[src/rtl/block_seq_ctrl.sv]
// block_seq_ctrl
//   Upstream driver and checker for the 2-bit select/output block. Walks the
//   block inputs {I1,S0,S1} through all eight codes, holds each one for DWELL
//   cycles, then samples the returned O0/O1. It checks the samples against
//   O0 = S0 & ~I1 and O1 = S1 & ~I1 and counts the steps that mismatch.
//
// Parameters
//   DWELL  cycles each step is held before sampling (2..255)
//   ERR_W  width of the saturating mismatch counter
//
// Ports
//   clk      system clock, rising edge
//   rst_n    asynchronous active-low reset
//   start    one-cycle request to run a sequence (ignored unless idle)
//   abort    drop back to idle at the next edge, no done pulse
//   o0, o1   block outputs returned for checking
//   s0, s1   block select drives
//   i1_drv   block I1 drive
//   busy     high while a sequence runs
//   done     one-cycle pulse at sequence end
//   pass     last sequence had zero mismatches; held until the next start
//   err_cnt  mismatching steps in the last or current sequence
module block_seq_ctrl #(
  parameter int unsigned DWELL = 4,
  parameter int unsigned ERR_W = 8
) (
  input  logic             clk,
  input  logic             rst_n,
  input  logic             start,
  input  logic             abort,
  input  logic             o0,
  input  logic             o1,
  output logic             s0,
  output logic             s1,
  output logic             i1_drv,
  output logic             busy,
  output logic             done,
  output logic             pass,
  output logic [ERR_W-1:0] err_cnt
);

  typedef enum logic [1:0] {
    IDLE = 2'd0,
    RUN  = 2'd1,
    FIN  = 2'd2
  } state_t;

  localparam logic [7:0] DWELL_LAST = 8'(DWELL - 1);

  state_t           state;
  logic [2:0]       step;
  logic [7:0]       dwell;
  logic             mismatch;
  logic [ERR_W-1:0] err_next;

  // Compare against the drives currently on the block; one mismatch per
  // step regardless of how many bits differ.
  always_comb begin
    mismatch = (o0 != (s0 & ~i1_drv)) || (o1 != (s1 & ~i1_drv));
    err_next = err_cnt;
    if (mismatch && (err_cnt != '1)) begin
      err_next = err_cnt + 1'b1;
    end
  end

  always_ff @(posedge clk or negedge rst_n) begin
    if (!rst_n) begin
      state   <= IDLE;
      step    <= '0;
      dwell   <= '0;
      s0      <= 1'b0;
      s1      <= 1'b0;
      i1_drv  <= 1'b0;
      busy    <= 1'b0;
      done    <= 1'b0;
      pass    <= 1'b0;
      err_cnt <= '0;
    end else begin
      done <= 1'b0;
      case (state)
        IDLE: begin
          s0     <= 1'b0;
          s1     <= 1'b0;
          i1_drv <= 1'b0;
          if (start && !abort) begin
            err_cnt <= '0;
            pass    <= 1'b0;
            step    <= '0;
            dwell   <= '0;
            busy    <= 1'b1;
            state   <= RUN;
          end
        end

        RUN: begin
          if (abort) begin
            state  <= IDLE;
            busy   <= 1'b0;
            pass   <= 1'b0;
            step   <= '0;
            dwell  <= '0;
            s0     <= 1'b0;
            s1     <= 1'b0;
            i1_drv <= 1'b0;
          end else if (dwell == DWELL_LAST) begin
            err_cnt <= err_next;
            dwell   <= '0;
            if (step == 3'd7) begin
              // pass uses err_next so the last step's result is included
              state  <= FIN;
              busy   <= 1'b0;
              done   <= 1'b1;
              pass   <= (err_next == '0);
              step   <= '0;
              s0     <= 1'b0;
              s1     <= 1'b0;
              i1_drv <= 1'b0;
            end else begin
              step                 <= step + 3'd1;
              {i1_drv, s0, s1}     <= step + 3'd1;
            end
          end else begin
            dwell <= dwell + 8'd1;
          end
        end

        FIN: begin
          state <= IDLE;
        end

        default: begin
          state <= IDLE;
        end
      endcase
    end
  end

endmodule

[config.mk]
export PLATFORM = sky130hd
export DESIGN_NAME = block_seq_ctrl
export DESIGN_NICKNAME = d
export VERILOG_FILES = /design/src/rtl/block_seq_ctrl.sv
export SDC_FILE = /design/constraint.sdc
export NUM_CORES = 1
export LEC_CHECK = 0
export CAP_MARGIN = 0
export CORE_ASPECT_RATIO = 0.9
export CORE_MARGIN = 2
export CORE_UTILIZATION = 45
export DETAILED_ROUTE_END_ITERATION = 8
export PLACE_DENSITY_LB_ADDON = 0.08
export SKIP_LAST_GASP = 1
export SYNTH_ARGS = -nofsm -noshare
export SYNTH_HDL_FRONTEND = slang
export SYNTH_SLANG_ARGS = --single-unit
[constraint.sdc]
create_clock -name clk -period 2.3 [get_ports clk]
set_clock_uncertainty 0.2 [all_clocks]
set_input_delay 0.69 -clock clk [delete_from_list [all_inputs] [get_ports clk]]
set_output_delay 0.69 -clock clk [all_outputs]
set_load 0.03 [all_outputs]
After elaboration in Yosys (flattened, before gate mapping):

Index checks and enable logic that the tools add are counted.

* register bits after elaboration: 27
* input port bits: 6
* word-level logic and storage cells: 84

* add/subtract/negate cells: 3
* equal/unequal tests: 11
* multiplexer cells: 44
* bitwise logic cells: 3
* reduce and logical (&&, ||, !) cells: 13

Operators by type and width (count)
* $mux 8: 6
* $pmux 8 s2: 2
* $mux 1: 21
* $add 8x1->8 const B: 2
* $mux 3: 4
* $pmux 1 s2: 5
* $eq 8x2->1 const B: 1
* $logic_not 8->1: 1
* $mux 2: 4
* $ne 8x8->1 const B: 1
* $reduce_and 4->1: 2
* $ne 2x2->1 const B: 3
* $ne 3x3->1 const B: 2
* $pmux 3 s2: 1
* $reduce_and 3->1: 2
* $pmux 2 s2: 1
* $reduce_and 2->1: 2
* $add 3x1->3 const B: 1
* $eq 3x3->1 const B: 1
* $and 1x1->1: 2
* $eq 2x1->1 const B: 1
* $logic_and 1x1->1: 2
* $logic_not 2->1: 1
* $ne 1x1->1: 2
* other kinds (4): 4

Logic depth before layout (Yosys ltp):

Gate-level depths: netlist of run 1.

* depth after elaboration: 11
* mapped depth: 8

Worst setup path after synthesis of run 1:

No wires, ideal clock.

* kind: reg-to-reg
* start: register dwell[5]
* end: register i1_drv
* setup time: 0.125 ns
* arrival: 1.983 ns
* data required time: 1.975 ns
* path slack: -0.007 ns
* stages on the path, launching flop included: 6
* path buffers: 1
* period minus slack after synthesis: 2.307 ns
* cells stage by stage: dfrtp_1 > or4_4 > or3_1 > buf_6 > a31oi_2 > mux2_2

* word-level cells in the longest chain between the ends: 3

RTL lines
* from (decl): RTL line 52 `logic [7:0] dwell;`
* from (signal assigned): RTL line 123 `dwell <= dwell + 8'd1;`
* $eq 8x2->1: RTL line 105 `end else if (dwell == DWELL_LAST) begin`
* $ne 3x3->1 (no source line)
* $reduce_and 2->1 (no source line)
* to (signal assigned): RTL line 120 `{i1_drv, s0, s1} <= step + 3'd1;`
* to (decl): RTL line 35 `output logic i1_drv,`

No other way between the ends.
A chain may end at the register's enable or synchronous reset.

Worst setup path after layout of run 1:

* start: register dwell[5]
* end: register err_cnt[7]

* word-level cells in the longest chain between the ends: 3

RTL lines
* $eq 8x2->1: RTL line 105
* $ne 2x2->1 (no source line)
* $reduce_and 4->1 (no source line)
* to (signal assigned): RTL line 106 `err_cnt <= err_next;`
* to (decl): RTL line 39 `output logic [ERR_W-1:0] err_cnt`

No other way between the ends.

==> results of run 1 <==
[worst paths after layout]
| check | startpoint | end | slack, ps | cells past startpoint |
|---|---|---|---|---|
| max | dwell[5]$_DFFE_PN0P_ | err_cnt[7]$_DFFE_PN0P_ | -6 | 7 |
| min | step[1]$_DFFE_PN0P_ | step[1]$_DFFE_PN0P_ | 320 | 2 |
| max reg2reg | dwell[5]$_DFFE_PN0P_ | err_cnt[7]$_DFFE_PN0P_ | -6 | 7 |
| min reg2reg | step[1]$_DFFE_PN0P_ | step[1]$_DFFE_PN0P_ | 320 | 2 |
| max in group asynchronous | rst_n | busy$_DFFE_PN0P_ | 1070 | 2 |
| min in group asynchronous | rst_n | step[1]$_DFFE_PN0P_ | 570 | 2 |
[sequential cells by signal, indices dropped and copies added, names as in the netlist]
register  count
busy          1
err_cnt       8
dwell         8
s1            1
i1_drv        1
done          1
pass          1
state         2
step          3
s0            1
[logic make-up after synthesis]
logic type               count (synthesis)  synth area share (%)
AO/OA/AOI/OAI                           53                  22.2
flip-flops                              27                  42.5
XOR/XNOR                                 5                  2.75
buffers and inverters                    9                  2.67
AND/OR/NAND/NOR                         66                  23.4
adder cells (fa/ha/maj)                  4                  3.14
multiplexers                             5                  3.38
[cell usage in the layout, fill, tap and decap left out, types with 3 or more instances in the layout]
| cell type | n |
|---|---|
| a21oi_1 | 6 |
| a31oi_1 | 3 |
| and2_1 | 4 |
| and3_1 | 8 |
| buf_4 | 25 |
| clkbuf_8 | 3 |
| clkdlybuf4s50_1 | 10 |
| dfrtp_1 | 27 |
| dlygate4sd2_1 | 7 |
| ha_1 | 4 |
| inv_1 | 5 |
| mux2_2 | 3 |
| nand2_1 | 11 |
| nand2b_1 | 3 |
| nand3_1 | 11 |
| nor2_1 | 9 |
| nor3_1 | 5 |
| o21ai_0 | 20 |
| o21ai_1 | 6 |
| xnor2_1 | 3 |
[layout make-up]
class / count / share of cell area (%)
well taps: 44 / 2.62
clock buffers: 4 / 2.15
repair buffers: 47 / 19.0
inverters: 5 / 0.894
flip-flops and latches: 27 / 32.2
multi-input cells: 133 / 43.1
[worst reg2reg max path, cell delays in order (launching register included)]
cell and delay (ps):
dfrtp_1 400, or4_4 530, or3_1 330, buf_6 160, nor2_8 120, nor2_2 80, o21ai_0 210, o21ai_0 140
[power by group through the flow]
stage               sequential (W)  clock (W)  combinational (W)
floorplan                 0.000521          0          0.0000717
global placement          0.000511          0           0.000146
CTS                       0.000503   0.000286           0.000150
global route              0.000505   0.000302           0.000176
finish                    0.000503   0.000281           0.000159
detailed placement        0.000512          0           0.000149
[repair_timing]
action / in CTS / in global routing
cloned: 0 / 1
endpoints found under the setup margin: 18 / 16
resized for setup: 10 / 12
setup buffers: 0 / 4
pin swaps: 3 / 3
[per-layer routing]
metal  GRT usage, %  routed length, microns
met1           30.3                    1860
met2           31.4                    1760
met3           3.15                     189
met4           9.04                      70
met5              0                       0
[per-stage QoR]
step / instances / total power [W] / cell area, sq um / utilization [%] / hold slack, ps
after floorplan: 169 / 0.000592 / 1600 / - / 194
after global placement: 251 / 0.000656 / 1990 / 59.0 / 270
after detailed placement: 251 / 0.000661 / 1990 / 59.0 / 293
after CTS: 255 / 0.000939 / 2040 / 60.3 / 315
after global routing: 260 / 0.000984 / 2100 / 62.1 / 339
final: 260 / 0.000943 / 2100 / 62.1 / 316
==> metrics, run 1 <==
Final Slew Violations 0; FFs w/ async S/R, synth 100%; clock network fraction of design power approximately 30%; synth top area cells dfrtp_1, o21ai_0, nand3_1; Detailed Route WL 3.88 mm; max_cap viols 0; core outline area 3380 sq um; 1st-iter DRT viols about 140; Post-synth EDFFs 0; Worst Setup Slack post-DPL -500 ps; synth warn 0; Avg Vias per Cell 5.64; total congestion overflow 0; # diodes 0; Synth Flop Type dfrtp_1; initial core utilization 47.1%; fin worst setup slack -6.33 ps; worst-case clock buffer depth 2; status complete, but fails checks; fmax 434 MHz; CP most frequent cell o21ai_0; P per Cell Area 449 nW/um^2; residual DRC count 0; Critical Path RT approximately 2300 ps; Die Y 60.4 microns; Top delay family on crit path simple AND/OR/NAND/NOR gates; setup TNS -6.33 ps; CTS buffer count 3; Setup Crit Path Kind reg -> reg; critical path, cell by cell or4_4 -> or3_1 -> buf_6 -> nor2_8 -> nor2_2 -> o21ai_0 -> o21ai_0; Worst Max-Slew Pin Slew about 360 ps; nets@finish between 200 and 250; Reg power frac between 50% and 60%; drt pass-1 iters 4; Seq/Total Area, Yosys 42.5%; combinational power share 16.9%; Final setup viols 1; initial antenna violation count 0; first-pass GRT wire length 6.35 mm; synth cell count leaders dfrtp_1, o21ai_0, nand2_1; vias in the first global route 1358; RSZ-0062 raised after global routing true; Ports 20; most frequent cell after synthesis dfrtp_1; Buf/Inv on CP 1; worst vdd ir between 200 and 300 uV; antenna-violating nets left 0; Synth area leader dfrtp_1; Synth Instances 169; Post-DP HPWL 2.73 mm; register area 676 sq um; clock latency on the worst-skew pair 280 ps; Synth Register Bits 27; routed len/inst 14.9 microns; Root Buffer clkbuf_8; Fin. Hold Viols 0; Switch Pwr about 0.00026 W; Pleak approximately 1.0 nW; largest net degree at the start of global routing 28; FILL cells 294; fin crit period 2310 ps; Critical Path End Type flip-flop; H-tree depth 1; Die X 66.7 microns; post-synth net total approximately 180; failing checks negative setup slack; Worst-path clk slew approximately 90 ps; Post-CTS Hold Fix Bufs 0; Final Wtd Congestion between 0.9 and 1; CTS tree yes; DIE AREA between 4000 and 5000 sq um; Final period util 100%; CP max FO 7; Mean Syn Cell Area 9.42 sq um; DR vias 1466; port bufs 19; Yosys cell types 46; Worst setup SP type flip-flop; CP max-delay cell or4_4; Sw Ratio 27.4%; WP data arrival 2260 ps; Layout area overhead 31.9%; Int Pwr 0.000685 W; footprint of the multi-input gates 906 sq um; Hold WC Path Type reg -> reg; overall routing resource usage 20.9%; max_slew headroom 76.1%; clock sink total 27; fraction of layout cells with a size suffix above 1 between 20% and 30%; post-synthesis cell area 1590 sq um; Slowest Stage Delay on Critical Path 530 ps; FP Rows 20; share of the synthesized area in the top cell type 42.5%
No activity file was read; power rests on OpenSTA's default activity.
==> inputs of run 2 (changes only) <==
--- a/config.mk
+++ b/config.mk
@@ -6,5 +6,5 @@
 export NUM_CORES = 1
 export LEC_CHECK = 0
-export CAP_MARGIN = 0
+export CAP_MARGIN = 10
 export CORE_ASPECT_RATIO = 0.9
 export CORE_MARGIN = 2
==> constraint.sdc (replaced) <==
create_clock -name clk -period 2.3 [get_ports clk]
set_clock_uncertainty 0.2 [all_clocks]
set_input_delay 0.46 -clock clk [delete_from_list [all_inputs] [get_ports clk]]
set_output_delay 0.46 -clock clk [all_outputs]
set_load 0.03 [all_outputs]
==> metrics, run 2 (synthesis results as in run 1) <==
status complete, no violations; WHS 291 ps (-24.8 ps); Reg power frac 54.7% (+1.4 points); worst-case clock buffer depth 2 (unchanged); antenna-violating nets left 0 (unchanged); initial core utilization 47.1% (unchanged); FILL cells 295 (+0.34%); Die Y 60.4 microns (unchanged); largest net degree at the start of global routing 28 (unchanged); largest registers dwell: 8 flops, err_cnt: 8 flops, step: 3 flops; WP data arrival 2270 ps (about the same); max_slew headroom 66.4% (-9.7 points); CTS buffer count 3 (unchanged); Worst Max-Slew Pin Slew 502 ps (+147 ps); Int Pwr 0.000677 W (-1.2%); clock latency on the worst-skew pair 270 ps (about the same); Post-DP HPWL 2.81 mm (+3.0%); Hold WC Path Type reg -> reg; core outline area 3380 sq um (unchanged); DR vias 1475 (+0.61%); fin crit period 2280 ps (-30.0 ps); # diodes 0 (unchanged); drt pass-1 iters 4 (unchanged); Worst setup SP type input port; commonest non-fill, non-tap cell in the layout dfrtp_1; CTS tree yes; Sw Ratio 26.4% (-1.0 points); Critical Path RT 2290 ps (+40 ps); 1st-iter DRT viols 210 (+48%); Final period util 99.0% (-1.3 points); total congestion overflow 0 (unchanged); fmax 439 MHz (+1.3%); routed len/inst 14.7 microns (-1.5%); Switch Pwr 0.000242 W (-6.2%); fin worst setup slack 23.6 ps (+30.0 ps); CP max FO 4 (-3); fraction of layout cells with a size suffix above 1 22.0% (-1.2 points); clock sink total 27 (unchanged); Final Slew Violations 0 (unchanged); Worst Setup Slack post-DPL -286 ps (+213 ps); initial antenna violation count 0 (unchanged); Root Buffer clkbuf_8; Worst-path clk slew 90 ps (about the same); residual DRC count 0 (unchanged); port bufs 19 (unchanged); overall routing resource usage 21.1% (+0.14 points); Avg Vias per Cell 5.72 (+1.4%); clock network fraction of design power 28.8% (-1.0 points); combinational power share 16.6% (-0.3 points); Post-CTS Hold Fix Bufs 0 (unchanged); FP Rows 20 (unchanged); Pleak 0.981 nW (-4.8%); nets@finish 225 (-0.88%); Setup Crit Path Kind in -> reg; placed cell areas 2010 sq um (+0.75%); first-pass GRT wire length 6.53 mm (+2.8%); DIE AREA 4030 sq um (unchanged); Critical Path End Type flip-flop; Ports 20 (unchanged); Final Wtd Congestion 0.889 (-3.9%); Fin. Hold Viols 0 (unchanged); worst vdd ir 390 uV (+54%); Post-Route Utilization 62.0% (-0.15 points); Die X 66.7 microns (unchanged); vias in the first global route 1425 (+4.9%); Final Cell Area 2090 sq um (-0.24%); setup TNS 0 ps (+6.33 ps); Final setup viols 0 (-1); Layout area overhead 31.6%; max_cap viols 0 (unchanged); P per Cell Area 439 nW/um^2 (-2.3%); H-tree depth 1 (unchanged); most frequent cells in the layout dfrtp_1, buf_4, o21ai_0, clkdlybuf4s50_1, nand2_1; RSZ-0062 raised after global routing true; Detailed Route WL 3.80 mm (-2.2%)
## run 2: timing repair
| item | 4_1_cts | 5_1_grt |
|---|---|---|
| endpoints found under the setup margin | 3 | 18 |
| pin swaps | 1 | 4 |
| buffers inserted | 0 | 1 |
| resized for setup | 0 | 11 |
## run 2: critical path, stage by stage
cell	delay, ps
clkdlybuf4s50_1	520
nor4bb_2	220
a31oi_1	70
o21a_1	250
a311o_1	340
a22o_1	230
o31ai_2	170
## run 2: layout make-up
cell class | count | area (sq um) | share of cell area, %
inverter | 5 | 18.8 | 0.896
multi-input combinational | 133 | 906 | 43.2
timing repair buffer | 45 | 393 | 18.8
tap | 44 | 55.1 | 2.63
clock buffer | 3 | 41.3 | 1.97
sequential | 27 | 676 | 32.3
clock inverter | 1 | 5.00 | 0.239
## run 2: final timing paths
check | start | end | slack [ps] | depth (start not counted)
hold reg to reg | busy$_DFFE_PN0P_ | busy$_DFFE_PN0P_ | 290 | 1
setup / recovery | o0 | pass$_DFFE_PN0P_ | 20 | 7
min in group asynchronous | rst_n | step[2]$_DFFE_PN0P_ | 360 | 2
hold / removal | busy$_DFFE_PN0P_ | busy$_DFFE_PN0P_ | 290 | 1
max in group asynchronous | rst_n | err_cnt[0]$_DFFE_PN0P_ | 1280 | 2
setup reg to reg | dwell[5]$_DFFE_PN0P_ | pass$_DFFE_PN0P_ | 30 | 6
## run 2: power by group through the flow
| stage | logic, W | clock network (W) | registers, W |
|---|---|---|---|
| 2_1_floorplan | 0.0000717 | 0 | 0.000521 |
| 3_3_place_gp | 0.000144 | 0 | 0.000511 |
| 3_5_place_dp | 0.000148 | 0 | 0.000511 |
| 4_1_cts | 0.000148 | 0.000279 | 0.000502 |
| 5_1_grt | 0.000168 | 0.000294 | 0.000505 |
| 6_report | 0.000152 | 0.000264 | 0.000502 |
## run 2: layer usage
| metal | share of wire, % | up-vias | global-route usage [%] |
|---|---|---|---|
| li1 | - | 719 | - |
| met1 | 48 | 724 | 30.3 |
| met2 | 48 | 30 | 33.3 |
| met3 | 3.9 | 2 | 4.45 |
| met4 | 0.50 | 0 | 4.37 |
| met5 | 0 | - | 0 |
## run 2: metrics by stage
step                      instances  total power, W
after floorplan                 169        0.000592
after global placement          253        0.000655
after detailed placement        253        0.000659
after CTS                       257        0.000929
after global routing            258        0.000967
final                           258        0.000919
